## src/rtl/rtc_field_editor.sv

```systemverilog
// ---------------------------------------------------------------------------
// rtc_field_editor
//
// Purpose
//   N-field BCD editor for RTC set-up screens (date, time, alarm). A cursor
//   walks over NFIELDS register fields with left/right. Pressing up/down
//   changes the selected field with BCD wrap between per-field limits. Each
//   edit writes that field to the RTC bus controller. The write is an address
//   phase followed by a data phase, and each phase waits for bus_ack.
//
// Ports
//   clk, reset              system clock, synchronous active-high reset
//   enable                  editor active; low returns to IDLE
//   up, down, left, right   1-cycle button pulses from the debouncers
//   load_valid/idx/data     preload from the RTC read sequencer
//   bus_ack                 bus controller accepted the current phase
//   cursor_o                selected field index
//   fields_o                packed BCD field values, field i at [8i+7:8i]
//   bus_req/ad/wr/data      write request, phase (0=addr, 1=data), write, payload
//   busy                    write in flight; edits and navigation ignored
//   done, err               1-cycle pulses: write completed / ack timeout
// ---------------------------------------------------------------------------
module rtc_field_editor #(
    parameter int                   NFIELDS     = 3,
    parameter logic [7:0]           BASE_ADDR   = 8'h24,
    parameter logic [7:0]           ADDR_STEP   = 8'h01,
    parameter logic [8*NFIELDS-1:0] MIN_PACKED  = 24'h00_01_01,
    parameter logic [8*NFIELDS-1:0] MAX_PACKED  = 24'h99_12_31,
    parameter int                   ACK_TIMEOUT = 255
) (
    input  logic                   clk,
    input  logic                   reset,
    input  logic                   enable,
    input  logic                   up,
    input  logic                   down,
    input  logic                   left,
    input  logic                   right,
    input  logic                   load_valid,
    input  logic [2:0]             load_idx,
    input  logic [7:0]             load_data,
    input  logic                   bus_ack,
    output logic [2:0]             cursor_o,
    output logic [8*NFIELDS-1:0]   fields_o,
    output logic                   bus_req,
    output logic                   bus_ad,
    output logic                   bus_wr,
    output logic [7:0]             bus_data,
    output logic                   busy,
    output logic                   done,
    output logic                   err
);

    localparam int         TW       = $clog2(ACK_TIMEOUT + 1);
    localparam logic [2:0] LAST_IDX = 3'(NFIELDS - 1);
    localparam logic [TW-1:0] TIMER_LAST = TW'(ACK_TIMEOUT - 1);

    typedef enum logic [2:0] {
        S_IDLE,
        S_EDIT,
        S_ADDR,
        S_DATA,
        S_DONE
    } state_t;

    state_t        state_q, state_d;
    logic [2:0]    cursor_q, cursor_d;
    logic [TW-1:0] timer_q, timer_d;
    logic          err_q, err_d;
    logic [7:0]    field_q [NFIELDS];
    logic [7:0]    field_d [NFIELDS];

    // Selected-field view, shared by the edit path and the data phase.
    logic [7:0] sel_val, sel_min, sel_max;
    logic [7:0] ld_min, ld_max, ld_val;
    logic [7:0] edit_val;
    logic [7:0] field_addr;
    logic       edit_req, move_req, load_ok, in_phase, ack_expire;

    // Two-digit BCD increment. Values stay valid BCD because loads are
    // sanitised, so only the 9->0 carry needs handling.
    function automatic logic [7:0] bcd_inc(input logic [7:0] v);
        logic [3:0] hi, lo;
        hi = v[7:4];
        lo = v[3:0];
        if (lo >= 4'd9) begin
            lo = 4'd0;
            hi = (hi >= 4'd9) ? 4'd0 : hi + 4'd1;
        end else begin
            lo = lo + 4'd1;
        end
        return {hi, lo};
    endfunction

    function automatic logic [7:0] bcd_dec(input logic [7:0] v);
        logic [3:0] hi, lo;
        hi = v[7:4];
        lo = v[3:0];
        if (lo == 4'd0) begin
            lo = 4'd9;
            hi = (hi == 4'd0) ? 4'd9 : hi - 4'd1;
        end else begin
            lo = lo - 4'd1;
        end
        return {hi, lo};
    endfunction

    // Index muxes are written as loops over constant indices, so an
    // out-of-range 3-bit index simply matches no field.
    always_comb begin
        // NOTE: every always_comb output gets a default before any branch;
        // a path that leaves one unassigned would infer a latch.
        sel_val = '0;
        sel_min = '0;
        sel_max = '0;
        ld_min  = '0;
        ld_max  = '0;
        for (int i = 0; i < NFIELDS; i++) begin
            if (cursor_q == 3'(i)) begin
                sel_val = field_q[i];
                sel_min = MIN_PACKED[8*i +: 8];
                sel_max = MAX_PACKED[8*i +: 8];
            end
            if (load_idx == 3'(i)) begin
                ld_min = MIN_PACKED[8*i +: 8];
                ld_max = MAX_PACKED[8*i +: 8];
            end
        end
    end

    // Wrap between the field limits. This limit check takes priority over
    // the plain BCD step.
    always_comb begin
        if (up) begin
            edit_val = (sel_val == sel_max) ? sel_min : bcd_inc(sel_val);
        end else begin
            edit_val = (sel_val == sel_min) ? sel_max : bcd_dec(sel_val);
        end
    end

    // Loads with a non-BCD digit or a value outside [min,max] fall back to
    // min. Range is compared as binary, which orders valid BCD correctly.
    always_comb begin
        if (load_data[7:4] <= 4'd9 && load_data[3:0] <= 4'd9 &&
            load_data >= ld_min && load_data <= ld_max) begin
            ld_val = load_data;
        end else begin
            ld_val = ld_min;
        end
    end

    assign field_addr = BASE_ADDR + ({5'd0, cursor_q} * ADDR_STEP);

    assign edit_req   = enable && (state_q == S_EDIT) && (up ^ down);
    assign move_req   = enable && (state_q == S_EDIT) && !edit_req && (left ^ right);
    assign load_ok    = load_valid && (load_idx <= LAST_IDX) &&
                        (state_q == S_IDLE || state_q == S_EDIT);
    assign in_phase   = (state_q == S_ADDR) || (state_q == S_DATA);
    assign ack_expire = in_phase && !bus_ack && (timer_q == TIMER_LAST);

    // Next-state, cursor, timer and field update.
    always_comb begin
        state_d  = state_q;
        cursor_d = cursor_q;
        timer_d  = '0;
        err_d    = 1'b0;
        for (int i = 0; i < NFIELDS; i++) begin
            field_d[i] = field_q[i];
        end

        case (state_q)
            S_IDLE: if (enable) state_d = S_EDIT;
            S_EDIT: if (edit_req) state_d = S_ADDR;
            S_ADDR: begin
                if (bus_ack)         state_d = S_DATA;
                else if (ack_expire) state_d = S_EDIT;
            end
            S_DATA: begin
                if (bus_ack)         state_d = S_DONE;
                else if (ack_expire) state_d = S_EDIT;
            end
            S_DONE:  state_d = S_EDIT;
            default: state_d = S_IDLE;
        endcase

        // The timer restarts on every phase change and after an abort.
        if (in_phase && !bus_ack && !ack_expire) begin
            timer_d = timer_q + TW'(1);
        end

        if (move_req) begin
            if (right) cursor_d = (cursor_q == LAST_IDX) ? 3'd0 : cursor_q + 3'd1;
            else       cursor_d = (cursor_q == 3'd0) ? LAST_IDX : cursor_q - 3'd1;
        end

        // The load goes first so an edit of the same field overrides it.
        for (int i = 0; i < NFIELDS; i++) begin
            if (load_ok && load_idx == 3'(i))   field_d[i] = ld_val;
            if (edit_req && cursor_q == 3'(i))  field_d[i] = edit_val;
        end

        err_d = ack_expire && enable;

        // Dropping enable aborts any write quietly and parks the cursor.
        if (!enable) begin
            state_d  = S_IDLE;
            cursor_d = 3'd0;
            timer_d  = '0;
        end
    end

    always_ff @(posedge clk) begin
        if (reset) begin
            state_q  <= S_IDLE;
            cursor_q <= 3'd0;
            timer_q  <= '0;
            err_q    <= 1'b0;
            // NOTE: this small register file is reset on purpose, because
            // every field must read as its minimum after reset.
            for (int i = 0; i < NFIELDS; i++) begin
                field_q[i] <= MIN_PACKED[8*i +: 8];
            end
        end else begin
            // NOTE: sequential state uses non-blocking assignment only, so
            // every register samples the values from before the edge.
            state_q  <= state_d;
            cursor_q <= cursor_d;
            timer_q  <= timer_d;
            err_q    <= err_d;
            for (int i = 0; i < NFIELDS; i++) begin
                field_q[i] <= field_d[i];
            end
        end
    end

    always_comb begin
        fields_o = '0;
        for (int i = 0; i < NFIELDS; i++) begin
            fields_o[8*i +: 8] = field_q[i];
        end
    end

    assign cursor_o = cursor_q;
    assign bus_req  = in_phase;
    assign bus_wr   = in_phase;
    assign bus_ad   = (state_q == S_DATA);
    assign bus_data = (state_q == S_ADDR) ? field_addr :
                      (state_q == S_DATA) ? sel_val    : 8'h00;
    assign busy     = in_phase || (state_q == S_DONE);
    assign done     = (state_q == S_DONE);
    assign err      = err_q;

endmodule

```

## config.mk

```make
export PLATFORM = sky130hd
export DESIGN_NAME = rtc_field_editor
export DESIGN_NICKNAME = d
export VERILOG_FILES = /design/src/rtl/rtc_field_editor.sv
export SDC_FILE = /design/constraint.sdc
export NUM_CORES = 1
export LEC_CHECK = 0
export BUFFER_PORTS_ARGS = -buffer_cell sky130_fd_sc_hd__buf_2
export CAP_MARGIN = 20
export CORE_MARGIN = 3
export CORE_UTILIZATION = 50
export DETAILED_ROUTE_END_ITERATION = 10
export PLACE_DENSITY = 0.82
export SYNTH_ARGS = -nofsm -noshare
export SYNTH_HDL_FRONTEND = slang
export SYNTH_SLANG_ARGS = --single-unit
export TNS_END_PERCENT = 1
```

## constraint.sdc

```tcl
create_clock -name clk -period 6.4 [get_ports clk]
set_input_delay 0.64 -clock clk [delete_from_list [all_inputs] [get_ports clk]]
set_output_delay 0.64 -clock clk [all_outputs]
set_load 0.02 [all_outputs]
```

==> metrics, run 1 <==
critical path's slowest cell=a221oi_2; Synth area leaders=dfxtp_1 24%, ha_1 7.4%, a221oi_1 4.9%; DRC violations left=0; Post-Syn Area=3230 sq um; Core ar.=6100 sq um; clock period minus final worst setup slack=4.02 ns; CP cell instances=inv_1 > ha_1 > nor4b_4 > a221oi_2 > ha_1 > o21ai_0 > or3_1 > or3_1 > mux2i_1 > a2bb2oi_2 > a211oi_1; clock root buffer=clkbuf_8; Pre-antenna DRT Iters=5; Max stage delay on crit path=0.70 ns; row count=28; # resized after CTS=0; count of cell types in the netlist=67; share of cells above drive strength 1=18.4%; Final nets=485; final non-filler cell total=520; Final setup viols=0; R2R depth=11; Die Height=86.3 um; Setup TNS=0 ns; post-synth top area share=24.2%; ys flop type=dfxtp_1; Crit. End Element=flop; Post-DP HPWL=7.39 mm; worst reg-to-reg setup slack=2.38 ns; clock latency at the later pin of the worst-skew pair=0.28 ns; GRT Overall Usage=25.1%; reg2reg end=field_q[0][17]$_SDFFE_PP0P_; Max Root-Sink Buffers=2; cell family with most CP delay=compound AO/OA/AOI/OAI gates; top cells by count, synth=39 x dfxtp_1, 37 x nor2_1, 22 x nand2_1; GPL Wtd Cong=0.995; Req. time, crit path=6.53 ns; worst reg2reg startpoint=cursor_o[1]$_SDFFE_PP0P_; DR iter-0 viols=280; Synth Warn #=0; crit path max fanout=23; drt total wl=9.48 mm; Worst Setup Start Kind=flop; Slew Viols, Final=0; Net Count, Synth=439; slew margin rel.=23.5%; Die X-Extent=86.3 um; synthesis-to-layout area growth=11.3%; Peak VDD IR=0.117 mV; grt ovf=0; Ant. Diodes=0; ys async rst share=0%; Avg Cell Area, Syn=8.06 sq um; Clock Skew=0.00357 ns; wire per inst=18.2 um; initial antenna violation count=0; worst min-delay path class=reg2reg; hold_sp=timer_q[0]$_SDFF_PP0_; CTS buffer count=5; most frequent cell after synthesis=dfxtp_1; Max Fclk=0.249 GHz; clock slew at reported path FFs=0.07 ns; Max-Cap Viols=0; WS Path Type=reg2reg; Syn Inst Count=400; global-route wire length before repair=15.2 mm; TritonCTS clock tree=yes; H-tree levels=2; Post-synth EDFFs=0; number of synthesized register bits=39; Tcrit/Tclk final=62.9%; dpl cells=513; die area=7450 sq um; Port Buf Inserts=60; register area share after synthesis=24.2%; Least-Margin Pin Slew=1.14 ns; Final Hold Viols=0; largest net degree at the start of global routing=34; hold path cells=1; leading area contributor after synthesis=dfxtp_1; WP data arrival=4.15 ns; initial cell density of the core=52.9%; post-route ant nets=0; unrepaired setup endpoints after global routing=false; Ports=61; routed vias/inst=6.54; LEAKAGE=0.00147 uW; vias=3,401; postcts setup bufs=0; CP Buf/Inv Count=1; status=finished clean; vias in the first global route=3,064; CTS sink cnt=39; Hold-fix buffers, CTS=0; Min-Delay Endpoint=timer_q[0]$_SDFF_PP0_; Power Dens Cells=141 nW/um^2
## cell families (layout without fill, tap and decap cells)
family	after synthesis	count (layout)	share of synthesized area (%)
muxes	6	6	1.90
AOI/OAI and AO/OA	129	129	30.2
adders and majority gates	19	19	7.37
xor gates and xnor gates	11	11	2.99
and+or+nand+nor	151	151	26.5
buffers and inverters	45	90	6.83
DFF	39	39	24.2
## worst max path at each step
stage / start / to / slack, ns / cells after the start
finish: cursor_o[1]$_SDFFE_PP0P_ / field_q[0][17]$_SDFFE_PP0P_ / 2.38 / 11
detailed placement: cursor_o[0]$_SDFFE_PP0P_ / field_q[0][17]$_SDFFE_PP0P_ / 2.17 / 11
global placement: cursor_o[0]$_SDFFE_PP0P_ / field_q[0][17]$_SDFFE_PP0P_ / 2.38 / 11
floorplan: cursor_o[0]$_SDFFE_PP0P_ / field_q[0][16]$_SDFFE_PP0P_ / 2.84 / 15
global route: cursor_o[1]$_SDFFE_PP0P_ / field_q[0][17]$_SDFFE_PP0P_ / 2.11 / 11
CTS: cursor_o[0]$_SDFFE_PP0P_ / field_q[0][13]$_SDFFE_PP0P_ / 2.14 / 11
## report_power, final
part / internal (uW) / switching (uW)
clock network: 72.6 / 78.0
registers: 245 / 5.85
logic: 39.1 / 66.2
## cells in the final DEF, fill, tap and decap left out, types with 18 or more instances in the layout
cell type  count
ha_1          19
a221oi_1      18
inv_1         21
a211oi_1      20
a21oi_1       21
nor2_1        37
dfxtp_1       39
o21ai_0       18
buf_2         60
nand2_1       22
## per-layer routing
| metal | vias to the layer above | track usage [%] | routed length [um] |
|---|---|---|---|
| met5 | - | 0 | 0 |
| met4 | 0 | 7.93 | 187 |
| met3 | 22 | 4.28 | 925 |
| met2 | 175 | 40.4 | 4310 |
| met1 | 1584 | 34.1 | 4070 |
| li1 | 1620 | - | - |
## worst reg2reg max path, stage by stage, from the launching register on
cell       delay, ns
dfxtp_1         0.36
inv_1           0.12
ha_1            0.66
nor4b_4         0.19
a221oi_2        0.71
ha_1            0.30
o21ai_0         0.09
or3_1           0.42
or3_1           0.48
mux2i_1         0.24
a2bb2oi_2       0.21
a211oi_1        0.09
## state kept, by name, indices dropped and copies added, names as in the netlist
register  count
err           1
cursor_o      3
state_q       3
field_q      24
timer_q       8
## metrics by stage
step	instance area [sq um]	hold WS, ns	util (%)	worst slack (ns)	total power, uW
2_1_floorplan	3230	0.437	-	2.84	332
3_3_place_gp	3490	0.452	57.2	2.38	358
3_5_place_dp	3490	0.464	57.2	2.17	359
4_1_cts	3560	0.481	58.4	2.14	507
5_1_grt	3590	0.500	58.9	2.11	528
6_report	3590	0.481	58.9	2.38	507
## layout make-up
cell class	count	area, sq um
multi-input cells	316	2220
clock buffers	6	72.6
inverters	22	82.6
repair buffers	62	335
flip-flops and latches	39	781
fillers	562	2510
well taps	75	93.8
No activity file was read; power rests on OpenSTA's default activity.
==> run 2, diff against run 1 <==
clock period = 3.9 ns   (was 6.4 ns; I/O delays follow)
==> run 2 against run 1 <==
Non-clock buffer count rose by 8. Combinational power rose by 70%. Clock-buffer cell count rose by 1. Highest routed layer unchanged. Critical path depth rose by 2. Hold slack got worse by 0.086 ns.
==> metrics, run 2 (synthesis results as in run 1) <==
Die Height=86.3 um; Pre-antenna DRT Iters=5; Port Buf Inserts=60; row count=28; slew margin rel.=49.9%; Core ar.=6100 sq um; GRT Overall Usage=26.2%; unrepaired setup endpoints after global routing=false; Max-Cap Viols=0; clock period minus final worst setup slack=3.52 ns; Biggest register=field_q; initial antenna violation count=0; worst reg-to-reg setup slack=0.38 ns; crit path max fanout=16; Final Hold Viols=0; Tcrit/Tclk final=90.3%; die area=7450 sq um; # resized after CTS=0; postcts setup bufs=0; Die X-Extent=86.3 um; TritonCTS clock tree=yes; Ports=61; register area=781 sq um; clock latency at the later pin of the worst-skew pair=0.28 ns; Final nets=493; DR iter-0 viols=416; biggest regs=field_q (24), timer_q (8); Crit. End Element=flop; commonest cells after routing, fill and taps aside=60 x buf_2, 39 x dfxtp_1, 37 x nor2_1; clock root buffer=clkbuf_8; initial cell density of the core=52.9%; synthesis-to-layout area growth=13.0%; routed vias/inst=6.54; grt ovf=0; WP data arrival=3.71 ns; commonest non-fill, non-tap cell in the layout=buf_2; dpl cell area=3560 sq um; H-tree levels=2; Power Dens Cells=233 nW/um^2; global-route wire length before repair=15.8 mm; vias=3,465; post-route ant nets=0; worst min-delay path class=in2reg; Max Fclk=0.284 GHz; Peak VDD IR=0.132 mV; fillers=569; CTS buffer count=5; multi-input logic area=2230 sq um; Setup TNS=0 ns; Clock Skew=0.00603 ns; Least-Margin Pin Slew=0.750 ns; CTS sink cnt=39; max reg flops=24; WS Path Type=reg2reg; GPL Wtd Cong=0.954; DRC violations left=0; clock slew at reported path FFs=0.07 ns; Worst Setup Start Kind=flop; Ant. Diodes=0; Post-DP HPWL=7.45 mm; status=finished clean; vias in the first global route=3,253; largest net degree at the start of global routing=25; Hold-fix buffers, CTS=0; wire per inst=18.1 um; Final setup viols=0; drt total wl=9.58 mm; Req. time, crit path=4.09 ns; share of cells above drive strength 1=20.4%; Slew Viols, Final=0; LEAKAGE=0.00151 uW; Max Root-Sink Buffers=2; Design Area, Final=3640 sq um
==> run 2: cell count changes in the layout (fill, tap and decap cells not counted), sizes merged <==
cell,change
buf,+8
clkbuf,+1
clkinv,+1
==> run 2: final timing paths <==
kind	from	to	cells after the start
max	cursor_o[0]$_SDFFE_PP0P_	field_q[0][7]$_SDFFE_PP0P_	13
max reg2reg	cursor_o[0]$_SDFFE_PP0P_	field_q[0][7]$_SDFFE_PP0P_	13
min	bus_ack	state_q[2]$_SDFFE_PP0P_	3
min reg2reg	timer_q[0]$_SDFF_PP0_	timer_q[0]$_SDFF_PP0_	1
==> run 2: layer usage <==
| layer | wire (um) | vias up | global-route usage (%) |
|---|---|---|---|
| li1 | - | 1629 | - |
| met1 | 4090 | 1615 | 36.1 |
| met2 | 4390 | 195 | 40.5 |
| met3 | 906 | 26 | 4.09 |
| met4 | 197 | 0 | 10.9 |
| met5 | 0 | - | 0 |
==> run 2: layout make-up <==
type | count | share of cell area (%)
inverters | 22 | 2.27
well taps | 75 | 2.58
repair buffers | 70 | 10.3
multi-input cells | 316 | 61.2
flip-flops and latches | 39 | 21.4
clock buffers | 7 | 2.09
clock inverters | 1 | 0.137
==> run 2: worst max-delay path: stages, from the launching register on <==
cell and delay (ns):
dfxtp_1 0.43, inv_1 0.13, ha_2 0.31, buf_4 0.20, a21oi_1 0.13, a221o_1 0.23
inv_1 0.15, ha_1 0.21, nand2b_1 0.13, o21bai_1 0.60, o31ai_1 0.18, and4b_1 0.30
clkinv_1 0.12, a311oi_1 0.30
==> run 2: per-stage QoR <==
step / power, uW / hold slack (ns) / util [%] / std cells / worst slack, ns
floorplan: 545 / 0.437 / - / 400 / 0.343
detailed placement: 595 / 0.492 / 58.4 / 522 / 0.349
global placement: 590 / 0.455 / 58.4 / 522 / 0.477
CTS: 847 / 0.389 / 59.7 / 530 / 0.306
finish: 850 / 0.394 / 59.8 / 530 / 0.378
global route: 892 / 0.395 / 59.8 / 530 / 0.0993
==> run 2: power breakdown <==
part / switching (uW) / total (uW) / leakage, uW / internal (uW)
registers: 8.89 / 412 / 0.000315 / 403
logic: 113 / 179 / 0.00115 / 66.3
clock network: 134 / 260 / 0.0000422 / 126
total: 256 / 850 / 0.00151 / 594
